$ cat src/rtl/vrased_reset_ctl.sv
// rtl/vrased_reset_ctl.sv - VRASED violation reset controller with hold window and PC-gated release
// Optional cause/count logging enabled by defining VRASED_CAUSE_LOG_EN.
module vrased_reset_ctl #(
   parameter int          NUM_SRC       = 6,
   parameter int          HOLD_CYCLES   = 4,
   parameter int          CNT_W         = 8,
   parameter logic [15:0] RESET_HANDLER = 16'h0000
) (
   input  logic               clk,
   input  logic               reset_n,
   input  logic [15:0]        pc,
   input  logic [NUM_SRC-1:0] viol,
   output logic               reset,
   output logic               busy,
   output logic [NUM_SRC-1:0] cause,
   output logic [CNT_W-1:0]   viol_cnt
);

   localparam int            HW        = $clog2(HOLD_CYCLES + 1);
   localparam logic [HW-1:0] HOLD_LOAD = HW'(HOLD_CYCLES - 1);

   typedef enum logic [1:0] {
      IDLE = 2'd0,
      HOLD = 2'd1,
      WAIT = 2'd2
   } state_t;

   state_t        state;
   logic [HW-1:0] hold_cnt;
   logic          trig;

   // The combinational trigger term kills the core in the same cycle the violation appears.
   assign trig  = (state == IDLE) && (|viol);
   assign reset = trig | busy;

   always_ff @(posedge clk or negedge reset_n) begin
      if (!reset_n) begin
         state    <= IDLE;
         hold_cnt <= '0;
         busy     <= 1'b0;
      end else begin
         case (state)
            IDLE: begin
               if (|viol) begin
                  state    <= HOLD;
                  hold_cnt <= HOLD_LOAD;
                  busy     <= 1'b1;
               end
            end
            HOLD: begin
               if (hold_cnt == '0) begin
                  state <= WAIT;
               end else begin
                  hold_cnt <= hold_cnt - HW'(1);
               end
            end
            WAIT: begin
               if (pc == RESET_HANDLER) begin
                  state <= IDLE;
                  busy  <= 1'b0;
               end
            end
            default: begin
               state <= IDLE;
               busy  <= 1'b0;
            end
         endcase
      end
   end

`ifdef VRASED_CAUSE_LOG_EN
   always_ff @(posedge clk or negedge reset_n) begin
      if (!reset_n) begin
         cause    <= '0;
         viol_cnt <= '0;
      end else if (trig) begin
         cause <= viol;
         if (viol_cnt != {CNT_W{1'b1}}) begin
            viol_cnt <= viol_cnt + CNT_W'(1);
         end
      end
   end
`else
   assign cause    = '0;
   assign viol_cnt = '0;
`endif

endmodule

$ cat config.mk
export PLATFORM = sky130hd
export DESIGN_NAME = vrased_reset_ctl
export DESIGN_NICKNAME = d
export VERILOG_FILES = /design/src/rtl/vrased_reset_ctl.sv
export SDC_FILE = /design/constraint.sdc
export NUM_CORES = 1
export LEC_CHECK = 0
export ABC_AREA = 1
export BUFFER_PORTS_ARGS = -buffer_cell sky130_fd_sc_hd__buf_2
export CORE_MARGIN = 2
export CORE_UTILIZATION = 33
export CTS_CLUSTER_SIZE = 16
export DETAILED_ROUTE_END_ITERATION = 6
export PLACE_DENSITY = 0.72
export SLEW_MARGIN = 20
export SYNTH_ARGS = -nofsm -noshare
export SYNTH_HDL_FRONTEND = slang
export SYNTH_SLANG_ARGS = --single-unit
$ cat constraint.sdc
create_clock -name clk -period 1 [get_ports clk]
set_input_delay 0.1 -clock clk [delete_from_list [all_inputs] [get_ports clk]]
set_output_delay 0.1 -clock clk [all_outputs]
set_load 0.1 [all_outputs]
# After elaboration in Yosys (flattened, before gate mapping)
# Cells that the tools add are included.
[totals] ff_bits=6 inputBits=24 out_inout_bits=16 elab_cells=31
[classes] addsub=1 eq_ne=6 muxes=10 bitwise_logic=2 n_reduce_logical=9
[ops] operator="zero test 16 bit" count=1
[ops] operator="AND reduction 3 bit" count=3
[ops] operator="2-to-1 mux 2 bit" count=3
[ops] operator="2-to-1 mux 3 bit" count=2
[ops] operator="inequality test 2 bit (second input constant)" count=3
[ops] operator="case mux 2 bit (3 select lines)" count=1
[ops] operator="case mux 3 bit (2 select lines)" count=1
[ops] operator="OR reduction 6 bit" count=1
[ops] operator="zero test 3 bit" count=1
[ops] operator="case mux 1 bit (3 select lines)" count=1
[ops] operator="subtractor 3 x 1 -> 3 bit (second input constant)" count=1
[ops] operator="== test 2 x 1 -> 1 bit (second input constant)" count=1
[ops] operator="== test 2 bit (second input constant)" count=1
[ops] operator="zero test 2 bit" count=1
[ops] operator="2-to-1 mux 1 bit" count=2
[ops] operator="inequality test 2 x 1 -> 1 bit (second input constant)" count=1
[ops] operator="nonzero test 2 bit" count=1
[ops] operator="logical AND 1 bit" count=1
[ops] operator="NOT 1 bit" count=1
[ops] operator="OR 1 bit" count=1

# Depth between registers and ports, before layout
[logic_depth] word_depth=3 mapped_depth=7 mapped_depth_nobuf=7

# Least setup slack after synthesis
# No wires, ideal clock.
[synth_path] kind="register to output" startpoint="register busy" endpoint="output port reset" arrival_time_ns=1.672 t_required_ns=0.900 slack_ns=-0.772 path_stages_with_launch=3 n_path_buf=0 path_cell_list="dfrtp_1 nor2_1 inv_1"
[synth_via] elab_chain_cells=1
[synth_lines] element="start, declared" line="14" text="output logic busy,"
[synth_lines] element="start signal, assigned" line="40" text="busy <= 1'b0;"
[synth_lines] element="start signal, assigned" line="47" text="busy <= 1'b1;"
[synth_lines] element="start signal, assigned" line="60" text="busy <= 1'b0;"
[synth_lines] element="OR 1 bit" line="34" text="assign reset = trig | busy;"
[synth_lines] element="end, declared" line="13" text="output logic reset,"
# Every way passes these cells.

# Final worst setup path
[layout_path] startpoint="register state[0]" endpoint="output port reset"
[layout_via] elab_chain_cells=3
[layout_lines] element="start, declared" line="28" text="state_t state;"
[layout_lines] element="start signal, assigned" line="38" text="state <= IDLE;"
[layout_lines] element="start signal, assigned" line="45" text="state <= HOLD;"
[layout_lines] element="start signal, assigned" line="52" text="state <= WAIT;"
[layout_lines] element="zero test 2 bit" line="33" text="assign trig = (state == IDLE) && (|viol);"
[layout_lines] element="logical AND 1 bit" line="33"
[layout_lines] element="OR 1 bit" line="34"
# Every way passes these cells.

==> impl_metrics.toml <==
[job]
drv_cap = 0

[synth]
synth_top_flop_cell = "dfrtp_1"
syn_inst = 69
yosysTopAreaCellShare = 0.304
synth-edff-count = 0
yosys.area.top_type = "dfrtp_1"
ys_types = 16
syn_area_um2 = 494
async_reset_ff_frac = 1.00
synth.avg_cell_area_um2 = 7.16
synth_common_cells = "nor2_1 (16), buf_4 (14), nand2_1 (11)"
ys_seq_area_frac = 0.304
yosysMostFrequentCell = "nor2_1"
synth_seq_cells = 6
synthTopCellsByArea = "dfrtp_1 (30%), buf_4 (21%), nor2_1 (12%)"
yosys_warnings = 0

[sta]
finalMaxSlewViolations = 0
rsz0062_at_grt = "yes"
hold_viol_final = 0
timing.final.setup_violations = 6
fin_hold_ws_ps = 195
fin_ws_ps = -263
fin_crit_sh = 1.26
fmax_ghz = 0.792
finalCriticalPeriod_ps = 1260
skew_ps = 10.8

[final_layout]
fill_cells = 131
area_growth_pct = 63.3
fin_nets = 137
antenna_cells = 0
drive_gt1_frac = 0.545

[global_routing]
grt_pass1_vias = 514
overflow = 0
track_usage = 0.137
grt_pass1_wl_um = 1870
grt_max_degree = 7
antenna_found_initial = 0

[clock_tree]
cts_max_path_buffers = 2
clkLatencyLatePin_ps = 250
root_buffer = "clkbuf_4"
cts_sinks = 6
cts_buffers = 3
clkTransAtPathRegs_ps = 50
htreeDepth = 1
tritoncts = "built"

[floorplan]
die_area_um2 = 1820
rows = 13
core_um2 = 1350
dieWidth_um = 42.7
start_util = 0.366
die_h_um = 42.7
pin_count = 40

[route]
finalWirelength_um = 1060
drtIter0Drc = 4
vias = 522
firstDrtPassIters = 2
drcViolationCount = 0
ant_nets = 0
routedWlPerCell_um = 8.51
viasPerCell = 4.18

[placed_design]
portBuffers = 25
hpwl_um = 890
gp_congestion = 0.749

[power]
intPower_w = 0.00143
switching_share = 0.508
clkPwrFrac = 0.086
combinationalPowerShare = 0.751
seqPwrFrac = 0.163
leakage_nw = 0.424
power_w = 0.00290
p_sw_w = 0.00147
ir_drop_uv = 2200
cellPowerDensity_nw_per_um2 = 3590

[setup_path]
required_ps = 900
crit_path_max_fanout = 2
setup.worst_path.end_class = "output pin"
path_class = "flop to output pin"
critPathArrivalTime_ps = 1160
cp-start-kind = "flop"

[status]
status = "complete, but fails checks"
violations = "negative setup slack"

[worst_hold_path]
min_path_type = "primary input to asynchronous set/reset pin"
==> routing by layer <==
layer  part of all wire  vias up  wire length, um  global-route usage
li1                   -      268                -                   -
met1               0.38      232              408               0.134
met2               0.53       20              565               0.245
met3              0.074        2               79              0.0511
met4              0.010        0               11              0.0750
met5                  0        -                0                   0
==> worst max-delay path, cell delays in order, from the launching register on <==
cell and delay [ps]:
dfrtp_1 380, nor2_2 130, nand2_2 70, inv_2 70
nor2_4 40, clkinvlp_4 70, buf_12 160
==> placed cells by master, fill, tap and decap left out, types with 2 or more instances in the layout <==
| master | count |
|---|---|
| buf_2 | 23 |
| conb_1 | 14 |
| buf_12 | 2 |
| buf_6 | 2 |
| dfrtp_1 | 5 |
| o21ai_1 | 2 |
| nor2_4 | 2 |
| nand2_4 | 2 |
| buf_4 | 10 |
| inv_2 | 4 |
| nand2_2 | 3 |
| clkbuf_4 | 3 |
| nand2_1 | 8 |
| nand3_1 | 3 |
| nor2_1 | 13 |
==> final timing paths <==
path                                           end               startpoint  cells after the start  slack [ps]
max                                          reset     state[0]$_DFFE_PN0P_                      6        -260
min                           state[1]$_DFFE_PN0P_                  reset_n                      2         200
max reg2reg                hold_cnt[0]$_DFFE_PN0P_     state[1]$_DFFE_PN0P_                      8        -150
min reg2reg                hold_cnt[0]$_DFFE_PN0P_  hold_cnt[0]$_DFFE_PN0P_                      2         530
max in group asynchronous         busy$_DFFE_PN0P_                  reset_n                      2         640
min in group clk              state[1]$_DFFE_PN0P_                    pc[8]                      7         270
==> per-stage QoR <==
stage               cell area, um2  setup slack, ps  cells  utilization  setup TNS (ps)
finish                         807             -263    125        0.598            -912
floorplan                      573             -283     82            -            -283
detailed placement             702            -85.2    116        0.520            -245
CTS                            768             -270    124        0.569            -900
global placement               702            -45.3    116        0.520            -132
global route                   807             -306    125        0.598           -1390
==> cells by family (layout without fill, tap and decap cells) <==
family | count (synthesis) | after routing | share of synthesized area
other cells | 1 | 14 | 0.00759
simple gates | 33 | 33 | 0.281
compound gates | 6 | 6 | 0.0911
flops | 6 | 6 | 0.304
buf+inv | 21 | 49 | 0.266
fa+ha+maj | 2 | 2 | 0.0506
==> cell type report <==
cell class / instances / area [um2] / share of cell area
Sequential cell: 6 / 154 / 0.191
Tap cell: 15 / 18.8 / 0.0233
Multi-Input combinational cell: 55 / 313 / 0.388
Clock buffer: 4 / 26.3 / 0.0326
Timing Repair Buffer: 38 / 263 / 0.326
Inverter: 7 / 32.5 / 0.0403
==> sequential cells by signal, indices dropped and copies added, names as in the netlist <==
signal    flops
busy          1
hold_cnt      3
state         2
==> power groups by stage <==
| stage | combinational [W] | sequential (W) | clock [W] |
|---|---|---|---|
| final | 0.00218 | 0.000473 | 0.000249 |
| after global routing | 0.00232 | 0.000481 | 0.000276 |
| after global placement | 0.00182 | 0.000477 | 0 |
| after detailed placement | 0.00187 | 0.000485 | 0 |
| after CTS | 0.00202 | 0.000474 | 0.000263 |
| after floorplan | 0.00112 | 0.000626 | 0 |
==> timing repair <==
action | in CTS | in global routing
hold buffers | 1 | 0
endpoints found under the hold margin | 6 | 0
setup endpoints to repair | 5 | 8
resized for setup | 4 | 9
pin swaps | 4 | 3
setup buffers | 3 | 2
No activity file was read; power rests on OpenSTA's default activity.
